### src/rtl/avg_seq_if.sv
// avg_seq stream bundle: sample stream in (s_*), result stream out (r_*).
interface avg_seq_if;
   logic        s_valid;
   logic        s_ready;
   logic [15:0] s_data;
   logic        r_valid;
   logic        r_ready;
   logic [15:0] r_data;

   modport master (
      output s_valid, s_data, r_ready,
      input  s_ready, r_valid, r_data
   );

   modport slave (
      input  s_valid, s_data, r_ready,
      output s_ready, r_valid, r_data
   );
endinterface

### src/rtl/avg_seq.sv
// avg_seq: gathers a 16-sample window, waits out the averager
// latency, then holds the returned average until it is taken.
module avg_seq #(
   parameter int AVG_LAT = 1,
   parameter int N_WIN   = 16
) (
   input  logic          clk,
   input  logic          rst_n,
   avg_seq_if.slave      bus,
   output logic [255:0]  win_data,
   input  logic [15:0]   avg_in,
   input  logic          clr,
   output logic          busy
);

   if (N_WIN != 16) begin : g_bad_nwin
      $error("avg_seq: N_WIN must be 16");
   end

   if (AVG_LAT < 1 || AVG_LAT > 15) begin : g_bad_lat
      $error("avg_seq: AVG_LAT must be 1..15");
   end

   localparam logic [3:0] LP_LAT = 4'(AVG_LAT);

   typedef enum logic [1:0] {
      S_FILL = 2'b00,
      S_WAIT = 2'b01,
      S_HOLD = 2'b10
   } state_t;

   state_t              r_state;
   state_t              w_state_nx;
   logic [3:0]          r_cnt;
   logic [3:0]          w_cnt_nx;
   logic [3:0]          r_lat;
   logic [3:0]          w_lat_nx;
   logic                r_rdy;
   logic [15:0]         r_res;
   logic [15:0][15:0]   r_win;
   logic                w_fill;
   logic                w_wait;
   logic                w_hold;
   logic                w_acc;
   logic                w_wr;
   logic                w_cap;

   assign w_fill = (r_state == S_FILL);
   assign w_wait = (r_state == S_WAIT);
   assign w_hold = (r_state == S_HOLD);

   // r_rdy keeps s_ready low until the first edge after reset
   assign bus.s_ready = r_rdy & w_fill;
   assign bus.r_valid = w_hold;
   assign bus.r_data  = r_res;
   assign win_data    = r_win;
   assign busy        = ~(w_fill & (r_cnt == 4'd0));
   assign w_acc       = r_rdy & w_fill & bus.s_valid;

   always_comb begin
      w_state_nx = r_state;
      w_cnt_nx   = r_cnt;
      w_lat_nx   = r_lat;
      w_wr       = 1'b0;
      w_cap      = 1'b0;
      if (clr) begin
         w_state_nx = S_FILL;
         w_cnt_nx   = 4'd0;
         w_lat_nx   = 4'd0;
      end else begin
         unique case (1'b1)
            w_fill: begin
               if (w_acc) begin
                  w_wr     = 1'b1;
                  w_cnt_nx = r_cnt + 4'd1;
                  if (r_cnt == 4'd15) begin
                     w_state_nx = S_WAIT;
                     w_lat_nx   = LP_LAT;
                  end
               end
            end
            w_wait: begin
               w_lat_nx = r_lat - 4'd1;
               if (r_lat <= 4'd1) begin
                  w_cap      = 1'b1;
                  w_lat_nx   = 4'd0;
                  w_state_nx = S_HOLD;
               end
            end
            w_hold: begin
               if (bus.r_ready) begin
                  w_state_nx = S_FILL;
               end
            end
            default: begin
               w_state_nx = S_FILL;
               w_cnt_nx   = 4'd0;
               w_lat_nx   = 4'd0;
            end
         endcase
      end
   end

   always_ff @(posedge clk or negedge rst_n) begin
      if (!rst_n) begin
         r_state <= S_FILL;
         r_cnt   <= 4'd0;
         r_lat   <= 4'd0;
         r_rdy   <= 1'b0;
      end else begin
         r_state <= w_state_nx;
         r_cnt   <= w_cnt_nx;
         r_lat   <= w_lat_nx;
         r_rdy   <= 1'b1;
      end
   end

   always_ff @(posedge clk or negedge rst_n) begin
      if (!rst_n) begin
         r_res <= 16'd0;
         r_win <= '0;
      end else begin
         if (w_cap) begin
            r_res <= avg_in;
         end
         if (w_wr) begin
            r_win[r_cnt] <= bus.s_data;
         end
      end
   end

endmodule

### src/flat_wrapper.sv
// flat-port wrapper written by rule: the top's interface ports become plain ports
module avg_seq_flat 
#(
   parameter int AVG_LAT = 1,
   parameter int N_WIN   = 16
)
  (clk, rst_n, win_data, avg_in, clr, busy, bus_s_valid, bus_s_data, bus_r_ready, bus_s_ready, bus_r_valid, bus_r_data);
  avg_seq_if bus_i ();
  input  logic clk;
  input  logic rst_n;
  output logic [255:0] win_data;
  input  logic [15:0] avg_in;
  input  logic clr;
  output logic busy;
  input wire logic [$bits(bus_i.s_valid)-1:0] bus_s_valid;
  input wire logic [$bits(bus_i.s_data)-1:0] bus_s_data;
  input wire logic [$bits(bus_i.r_ready)-1:0] bus_r_ready;
  output wire logic [$bits(bus_i.s_ready)-1:0] bus_s_ready;
  output wire logic [$bits(bus_i.r_valid)-1:0] bus_r_valid;
  output wire logic [$bits(bus_i.r_data)-1:0] bus_r_data;
  assign bus_i.s_valid = bus_s_valid;
  assign bus_i.s_data = bus_s_data;
  assign bus_i.r_ready = bus_r_ready;
  assign bus_s_ready = bus_i.s_ready;
  assign bus_r_valid = bus_i.r_valid;
  assign bus_r_data = bus_i.r_data;
  avg_seq #(.AVG_LAT(AVG_LAT), .N_WIN(N_WIN)) u_core (.clk(clk), .rst_n(rst_n), .bus(bus_i), .win_data(win_data), .avg_in(avg_in), .clr(clr), .busy(busy));
endmodule
### config.mk
export PLATFORM = sky130hd
export DESIGN_NAME = avg_seq_flat
export DESIGN_NICKNAME = d
export VERILOG_FILES = /design/src/rtl/avg_seq_if.sv /design/src/rtl/avg_seq.sv /design/src/flat_wrapper.sv
export SDC_FILE = /design/constraint.sdc
export NUM_CORES = 1
export LEC_CHECK = 0
export CELL_PAD_IN_SITES_DETAIL_PLACEMENT = 1
export CELL_PAD_IN_SITES_GLOBAL_PLACEMENT = 1
export CORE_UTILIZATION = 31
export CTS_CLUSTER_DIAMETER = 80
export DETAILED_ROUTE_END_ITERATION = 16
export PLACE_DENSITY = 0.78
export SLEW_MARGIN = 20
export SYNTH_ARGS = -nofsm -noshare
export SYNTH_HDL_FRONTEND = slang
export SYNTH_SLANG_ARGS = --single-unit
### constraint.sdc
create_clock -name clk -period 6 [get_ports clk]
set_input_delay 1.2 -clock clk [delete_from_list [all_inputs] [get_ports clk]]
set_output_delay 1.2 -clock clk [all_outputs]
set_load 0.02 [all_outputs]
# After elaboration in Yosys (flattened, before gate mapping)
# Cells that the tools add are included.
[totals]
ff_bits = 283
in_bits = 37
output_inout_bits = 275
word_cells = 69
[op_classes]
addsub = 2
magnitude_cmp = 3
eq_ne = 9
mux = 23
n_bitwise = 4
n_reduce_logical = 7
[ops]
columns = ["operator", "n"]
rows = [
  ["256-bit bitwise mux", 1],
  ["16-bit demux with 4-bit select", 1],
  ["4-bit two-way mux", 6],
  ["16-bit two-way mux", 1],
  ["3-bit inequality test, second input constant", 4],
  ["4-bit one-hot mux with 3 select lines", 1],
  ["2-bit two-way mux", 5],
  ["4-bit one-hot mux with 2 select lines", 1],
  ["1-bit two-way mux", 6],
  ["2-bit one-hot mux with 3 select lines", 1],
  ["4-bit by 5-bit less-than comparator with 1-bit output, second input constant", 1],
  ["4-bit by 1-bit adder with 4-bit output, second input constant", 1],
  ["4-bit equality test, second input constant", 1],
  ["4-bit by 1-bit >= comparator with 1-bit output, second input constant", 1],
  ["4-bit by 1-bit <= comparator with 1-bit output, second input constant", 1],
  ["4-bit logical NOT", 1],
  ["4-bit AND reduction", 1],
  ["4-bit by 1-bit subtractor with 4-bit output, second input constant", 1],
  ["1-bit bitwise AND", 3],
  ["3-bit AND reduction", 1],
  ["2-bit by 1-bit equality test with 1-bit output, second input constant", 1],
  ["2-bit equality test, second input constant", 1],
  ["2-bit logical NOT", 1],
  ["2-bit by 1-bit inequality test with 1-bit output, second input constant", 1],
  ["other kinds (5)", 5],
]

# Longest topological paths before layout
# Gate-level depths: netlist (run 1).
[logic_depth]
depth_word = 6
mapped_depth = 8
depth_no_buf = 6

# Worst setup path after synthesis (run 1)
# Ideal clock, no wire load.
[synth_path]
kind = "in2reg"
from = "in bus_s_valid"
to = "reg u_core.r_win (netlist bit u_core.win_data[192])"
setup_time_ns = 0.125
arrival_ns = 2.403
required_time_ns = 5.875
setup_slack_ns = 3.473
path_stages = 7
path_buffers = 3
cell_sequence = "and2_1 > buf_4 > and3_1 > buf_4 > nand2_2 > buf_4 > mux2_2"
[synth_between]
elab_chain_len = 4
[synth_rtl]
columns = ["item", "line_no", "source"]
rows = [
  ["from (decl)", "flat_wrapper.sv:15", "input wire logic [$bits(bus_i.s_valid)-1:0] bus_s_valid;"],
  ["1-bit bitwise AND", "avg_seq.sv:58", "assign w_acc = r_rdy & w_fill & bus.s_valid;"],
  ["1-bit two-way mux", "avg_seq.sv:73", "if (w_acc) begin"],
  ["1-bit two-way mux", "avg_seq.sv:71", "unique case (1'b1)"],
  ["1-bit two-way mux", "avg_seq.sv:66", "if (clr) begin"],
  ["to (signal, indexed assignment)", "avg_seq.sv:127", "r_win[r_cnt] <= bus.s_data;"],
  ["to (decl)", "avg_seq.sv:40", "logic [15:0][15:0] r_win;"],
]
# Every way passes these cells.
# A chain may end at the register's enable or synchronous reset.

# Worst setup path in the final report (run 1)
[layout_path]
from = "reg u_core.r_cnt[2]"
to = "out busy"
[layout_between]
elab_chain_len = 3
[layout_rtl]
columns = ["item", "line_no", "source"]
rows = [
  ["from (decl)", "avg_seq.sv:34", "logic [3:0] r_cnt;"],
  ["from (signal assigned)", "avg_seq.sv:112", "r_cnt <= w_cnt_nx;"],
  ["4-bit logical NOT", "avg_seq.sv:57", "assign busy = ~(w_fill & (r_cnt == 4'd0));"],
  ["1-bit bitwise AND", "avg_seq.sv:57", ""],
  ["1-bit inverter", "avg_seq.sv:57", ""],
  ["to (decl)", "flat_wrapper.sv:14", "output logic busy;"],
]
# Every way passes these cells.

==> out/results.md, run 1 <==
- sky130_fd_sc_hd__clkbuf_16 — library cell used as clock root buffer
- 743 — post-synthesis net count
- 41.5% — headroom to the max-slew limit
- 3 — deepest clock path buffer count
- 0 — number of enable flip-flop cells after synthesis
- 30 — CTS buffer count
- 0.0179 ns — worst-case clock skew
- 0 — DRC errors left
- 0 — ANT cells
- 0 — number of pins with negative max-slew slack in the final report
- finished, final reports clean — outcome
- 0 — ANT nets after route
- 0 — number of antenna violations at the first check in global routing
- 290 MHz — highest clock rate
- 0.209 mV — worst voltage drop across the vdd grid
- 0% — xor and xnor area share after synthesis
- 1.23% — Compound-Gate Fraction of Synth Area
- 0 — hold-fix buffer count after cts
- 39.0% — relative area change from synthesis to final layout
- 0 — max-capacitance violation count
- 4 — number of iterations in the first detailed-routing pass
- 0.56 ns — clk_lat worst skew
- 311 — number of buffer cells added on primary ports
- multiplexers — main combinational cell family by area after synthesis
- sky130_fd_sc_hd__dfrtp_1 — main flop type after synthesis
- yes — clock tree from TritonCTS
- primary output — Critical Path End Type
- 32.7% — layout cells sized above 1
- 275 nW/um2 — power per unit of standard cell area
- 63.8% — portion of synthesized cell area occupied by the leading cell type
- flip-flop — startpoint types
- 11100 um2 — combined area of all synthesized cells
- 36600 um2 — floorplan die area
- 3.45 ns — Tmin final
- 7885 — via count of the first global-routing pass
- 2.25 ns — arrival time at the worst endpoint
- sky130_fd_sc_hd__dfrtp_1 — post-synth top area cell
- 0 — setup violators final
- 0 ns — accumulated negative setup slack
- 2.55 ns — setup slack of the critical path after layout
- 246 — drt first-iter violations
- 100% — asr flop ratio synth
- 1.01% — share of synthesized cell area in full adder, half adder and majority cells
- sky130_fd_sc_hd__dfrtp_1 — most repeated cell in the gate-level netlist after synthesis
- 31.8% — starting density of the core
- sky130_fd_sc_hd__dfrtp_1 64%, sky130_fd_sc_hd__mux2_2 28%, sky130_fd_sc_hd__buf_6 1.1% — top post-synthesis cells by area
- 0 — Synth Warn #
- 68 — FP Rows
- 4.80 ns — CP required
- 283 — count of state elements after synthesis
- 4.78 — per-cell via count in the routed design
- 0 — leftover overflow at the end of global routing
- 191 um — x dimension of the die
- 22600 um — detailed-placement wirelength estimate
- 7024 — via count
- reg2reg — worst min-delay path category
- 42 — count of cell types in the netlist
- 0 — Setup Fix Bufs, Post-CTS
- 2.50 ns — placement-stage worst setup slack
- 0.00729 uW — Lkg Pwr
- 9 — top fanout value on the critical path
- 697 — number of standard cells after synthesis
- 283 x sky130_fd_sc_hd__dfrtp_1, 271 x sky130_fd_sc_hd__mux2_2, 20 x sky130_fd_sc_hd__clkbuf_1, 16 x sky130_fd_sc_hd__nand2_2, 11 x sky130_fd_sc_hd__buf_6 — commonest cells in the netlist
- 63.8% — sequential-to-total area share from yosys stat
- 22.3 um — mean routed wirelength per cell
- 1 — deepest level of the CTS H-tree
- 15.9 um2 — mean area per synthesized cell
- 0.875 ns — slew at the pin with the worst max-slew slack
- no — RSZ-0062 raised after global routing
- 312 — count of boundary I/O pins
- 34900 um2 — floorplan core area
- reg2out — category of the most critical setup path
- 27.8% — portion of netlist area occupied by mux cells
- 57.5% — final period utilization
- 0.739 — final estimated routing congestion in global placement
- 133 — maximum number of pins on one net before global-route repair
- 32800 um — total wirelength of the detailed-routed design
- 0.06 ns — Reg clk slew, reported paths
- 0 — quantity of gates resized following cts
- 18.1% — Overall Global Routing Usage
- 283 — total number of clock tree sinks
- 0 — endpoints failing hold
- 15400 um2 — post-route cell area
- 1043 — Total Nets Final
- 3.24% — fraction of the mapped netlist area in simple logic gates
- 191 um — die outline height
- 50100 um — first-pass GRT wire length
- 14500 um2 — dpl cell area
state kept, by name, indices dropped and copies added (netlist names):
name and flops:
u_core.r_cnt 4, u_core.r_rdy 1, u_core.win_data 256, u_core.r_lat 4
u_core.r_state 2, u_core.bus.r_data 16
cells in the final DEF (no fill, tap or decap), types with 3 or more instances in the layout:
| cell | count |
|---|---|
| sky130_fd_sc_hd__and3_1 | 3 |
| sky130_fd_sc_hd__clkbuf_1 | 12 |
| sky130_fd_sc_hd__clkdlybuf4s50_1 | 310 |
| sky130_fd_sc_hd__ha_1 | 9 |
| sky130_fd_sc_hd__nor2_1 | 7 |
| sky130_fd_sc_hd__nand2_1 | 5 |
| sky130_fd_sc_hd__o21ai_0 | 5 |
| sky130_fd_sc_hd__nand3_1 | 3 |
| sky130_fd_sc_hd__dfrtp_1 | 283 |
| sky130_fd_sc_hd__nor2b_1 | 6 |
| sky130_fd_sc_hd__nand2_2 | 16 |
| sky130_fd_sc_hd__inv_1 | 7 |
| sky130_fd_sc_hd__clkbuf_16 | 31 |
| sky130_fd_sc_hd__nor3_1 | 3 |
| sky130_fd_sc_hd__clkbuf_8 | 3 |
| sky130_fd_sc_hd__mux2_2 | 271 |
cell families after synthesis:
logic type | count (synthesis)
fa+ha+maj | 9
mux | 274
flops | 283
simple gates | 59
compound gates | 19
other cells | 1
buf+inv | 52
metrics by stage:
step,utilization [%],hold slack [ns],instances,total power (uW)
detailed placement,41.6,0.492,1420,2530
floorplan,-,0.479,697,2250
global placement,41.6,0.475,1420,2520
finish,44.2,0.501,1469,4240
CTS,44.2,0.507,1469,4310
global route,44.2,0.511,1469,4400
power by group:
group	switching, uW	internal (uW)	total (uW)
registers	44.4	1990	2030
logic	252	210	462
clock network	734	1020	1750
total	1030	3210	4240
layer usage:
| metal | vias up | global-route usage [%] | wire length, um |
|---|---|---|---|
| met5 | - | 0 | 0 |
| met4 | 0 | 5.37 | 962 |
| met3 | 60 | 4.68 | 2070 |
| met2 | 222 | 31.1 | 16100 |
| met1 | 3694 | 22.3 | 13700 |
| li1 | 3048 | - | - |
final cells by class:
type	instances	area, um2
Multi-Input combinational cell	362	3700
Sequential cell	283	7080
Fill cell	3515	19500
Clock buffer	46	862
Timing Repair Buffer	313	3150
Clock inverter	3	40.0
Inverter	7	26.3
Tap cell	455	569
path summary, 6_finish.rpt:
kind | startpoint | endpoint | slack, ns | depth (start not counted)
min | u_core.win_data[105] | u_core.win_data[105] | 0.50 | 1
min reg2reg | u_core.win_data[105] | u_core.win_data[105] | 0.50 | 1
max in group asynchronous | rst_n | u_core.r_lat[1] | 4.01 | 2
min in group asynchronous | rst_n | u_core.win_data[251] | 0.64 | 1
max | u_core.r_cnt[2] | busy | 2.55 | 3
max reg2reg | u_core.r_lat[0] | u_core.bus.r_data[6] | 3.50 | 6
critical path, stage by stage (launching register included):
cell	delay, ns
sky130_fd_sc_hd__dfrtp_1	0.47
sky130_fd_sc_hd__nor2_1	0.43
sky130_fd_sc_hd__nand3_1	0.21
sky130_fd_sc_hd__clkdlybuf4s50_1	0.59
(Power assumes the default switching activity.)
==> inputs of run 2 (changes only) <==
--- a/config.mk
+++ b/config.mk
@@ -10,7 +10,7 @@
 export CORE_UTILIZATION = 31
 export CTS_CLUSTER_DIAMETER = 80
 export DETAILED_ROUTE_END_ITERATION = 16
-export PLACE_DENSITY = 0.78
+export PLACE_DENSITY = 0.8
 export SLEW_MARGIN = 20
 export SYNTH_ARGS = -nofsm -noshare
 export SYNTH_HDL_FRONTEND = slang
==> constraint.sdc (replaced) <==
create_clock -name clk -period 3 [get_ports clk]
set_input_delay 0.6 -clock clk [delete_from_list [all_inputs] [get_ports clk]]
set_output_delay 0.6 -clock clk [all_outputs]
set_load 0.02 [all_outputs]
==> out/results.md, run 2 (synthesis results as in run 1) <==
- primary output — Critical Path End Type, unchanged
- 312 — count of boundary I/O pins, unchanged
- 1485 — final cell count without fillers, was 1469
- 0 — endpoints failing hold, unchanged
- 1 — number of antenna violations at the first check in global routing, was 0
- 4.76 — per-cell via count in the routed design, was 4.78
- reg2out — category of the most critical setup path, unchanged
- in2async — worst min-delay path category, was reg2reg
- 0 — ANT cells, unchanged
- 0 ns — accumulated negative setup slack, unchanged
- finished, final reports clean — outcome, unchanged
- 33200 um — total wirelength of the detailed-routed design, was 32800 um
- 36600 um2 — floorplan die area, unchanged
- 1430 — placed cells, was 1420
- 46.3% — share of power burned in registers, was 47.9%
- 31.5% — routing usage on met2, was 31.1%
- 22.4 um — mean routed wirelength per cell, was 22.3 um
- 0 — Setup Fix Bufs, Post-CTS, unchanged
- 6 — depth of the worst register-to-register path, unchanged
- met2 — GRT Max-Usage Layer, unchanged
- 2110 uW — NetSw, was 1030 uW
- 2.84 ns — Tmin final
- sky130_fd_sc_hd__clkdlybuf4s50_1 — most common cell after layout, fill and taps aside, unchanged
- 0.06 ns — Reg clk slew, reported paths, about the same
- 30 — CTS buffer count, unchanged
- 7069 — via count, was 7024
- 0.747 — final estimated routing congestion in global placement, was 0.739
- 191 um — die outline height, unchanged
- sky130_fd_sc_hd__clkbuf_16 — library cell used as clock root buffer, unchanged
- 6650 uW — Int Power, was 3210 uW
- 310 x sky130_fd_sc_hd__clkdlybuf4s50_1, 283 x sky130_fd_sc_hd__dfrtp_1, 271 x sky130_fd_sc_hd__mux2_2 — most frequent cells in the layout, unchanged
- u_core.win_data[25] — reg-to-reg endpoint, was u_core.bus.r_data[6]
- 43.0% — share of total power in the clock network, was 41.3%
- 352 MHz — highest clock rate
- 41.2% — relative area change from synthesis to final layout, was 39.0%
- 31.8% — starting density of the core, unchanged
- 2.40 ns — CP required, was 4.80 ns
- 0 — DRC errors left, unchanged
- 8760 uW — total chip power, was 4240 uW
- 0.881 ns — slew at the pin with the worst max-slew slack, was 0.875 ns
- u_core.r_state[0] — worst setup path start, was u_core.r_cnt[2]
- 0.0124 ns — worst-case clock skew, was 0.0179 ns
- 0 — setup violators final, unchanged
- u_core.r_state[0] — r2r startpoint, was u_core.r_lat[0]
- 50700 um — first-pass GRT wire length, was 50100 um
- 1 — deepest level of the CTS H-tree, unchanged
- 0.51 ns — reg-to-reg setup timing slack, was 3.50 ns
- 15700 um2 — post-route cell area, was 15400 um2
- 0 — quantity of gates resized following cts, unchanged
- 24.1% — Sw Share, was 24.3%
- 0 — max-capacitance violation count, unchanged
- 0.00743 uW — Lkg Pwr, was 0.00729 uW
- 10.7% — combinational cell fraction of total power, was 10.9%
- 11 — top fanout value on the critical path, was 9
- 23000 um — detailed-placement wirelength estimate, was 22600 um
- 0.417 mV — worst voltage drop across the vdd grid, was 0.209 mV
- 41.1% — headroom to the max-slew limit, was 41.5%
- 191 um — x dimension of the die, unchanged
- 283 — total number of clock tree sinks, unchanged
- 34.5% — layout cells sized above 1, was 32.7%
- 0 — number of pins with negative max-slew slack in the final report, unchanged
- 190 — drt first-iter violations, was 246
- 0.56 ns — clk_lat worst skew, about the same
- bus_s_ready — end of the critical path, was busy
- 1053 — Total Nets Final, was 1043
- 0 — ANT nets after route, unchanged
- 72 — maximum number of pins on one net before global-route repair, was 133
- yes — clock tree from TritonCTS, unchanged
- 311 — number of buffer cells added on primary ports, unchanged
- 0 — hold-fix buffer count after cts, unchanged
- 23.2% — met1 demand-to-capacity share in global routing, was 22.3%
- 8016 — via count of the first global-routing pass, was 7885
- 14600 um2 — dpl cell area, was 14500 um2
- 4.92% — met3 track demand over resource, was 4.68%
- no — RSZ-0062 raised after global routing, unchanged
- 2.24 ns — arrival time at the worst endpoint, was 2.25 ns
- 68 — FP Rows, unchanged
- 0 — leftover overflow at the end of global routing, unchanged
- 34900 um2 — floorplan core area, unchanged
- 94.6% — final period utilization
- flip-flop — startpoint types, unchanged
- 4 — number of iterations in the first detailed-routing pass, unchanged
- 256 — flip-flop count of the largest register, all copies and words added, unchanged
- 559 nW/um2 — power per unit of standard cell area, was 275 nW/um2
- 18.4% — Overall Global Routing Usage, was 18.1%
- 3 — deepest clock path buffer count, unchanged
==> run 2: cell types whose count changed in the layout (fill, tap and decap cells not counted), sizes merged <==
cell and change:
clkinvlp +1, bufinv +1, buf +10, clkinv +5, clkbuf -1
==> run 2: area by class of cell <==
class                      count  area (um2)
clock buffer                  45         907
tap                          455         569
multi-input combinational    362        3700
fill                        3508       19200
inverter                       7        26.3
timing repair buffer         323        3270
sequential                   283        7080
clock inverter                10         114
==> run 2: worst min-delay path by stage <==
stage	start	endpoint	slack, ns	depth (start not counted)
floorplan	rst_n	u_core.bus.r_data[0]	0.30	0
global placement	u_core.win_data[52]	u_core.win_data[52]	0.49	1
detailed placement	u_core.win_data[9]	u_core.win_data[9]	0.49	1
CTS	rst_n	u_core.win_data[64]	0.03	1
global route	rst_n	u_core.win_data[100]	0.05	1
finish	rst_n	u_core.win_data[100]	0.03	1
==> run 2: layer usage <==
layer,up-vias,part of all wire (%)
li1,3066,-
met1,3743,42
met3,41,6.6
met2,219,50
met5,-,0
met4,0,1.7
==> run 2: stage by stage <==
step	setup slack (ns)	utilization, %	hold slack [ns]
floorplan	0.988	-	0.304
global placement	0.259	42.0	0.487
detailed placement	0.230	42.0	0.493
CTS	0.121	44.9	0.0255
global route	0.00380	44.9	0.0532
finish	0.161	44.9	0.0260
==> run 2: power groups by stage <==
| stage | combinational (uW) | clock [uW] | sequential, uW |
|---|---|---|---|
| 2_1_floorplan | 192 | 0 | 4300 |
| 3_3_place_gp | 930 | 0 | 4110 |
| 3_5_place_dp | 947 | 0 | 4130 |
| 4_1_cts | 954 | 3890 | 4060 |
| 5_1_grt | 994 | 4010 | 4070 |
| 6_report | 933 | 3770 | 4060 |
==> run 2: critical path: stages (launching register included) <==
cell                              delay [ns]
sky130_fd_sc_hd__dfrtp_1                0.38
sky130_fd_sc_hd__inv_1                  0.10
sky130_fd_sc_hd__ha_1                   0.39
sky130_fd_sc_hd__and2_1                 0.19
sky130_fd_sc_hd__clkdlybuf4s50_1        0.61
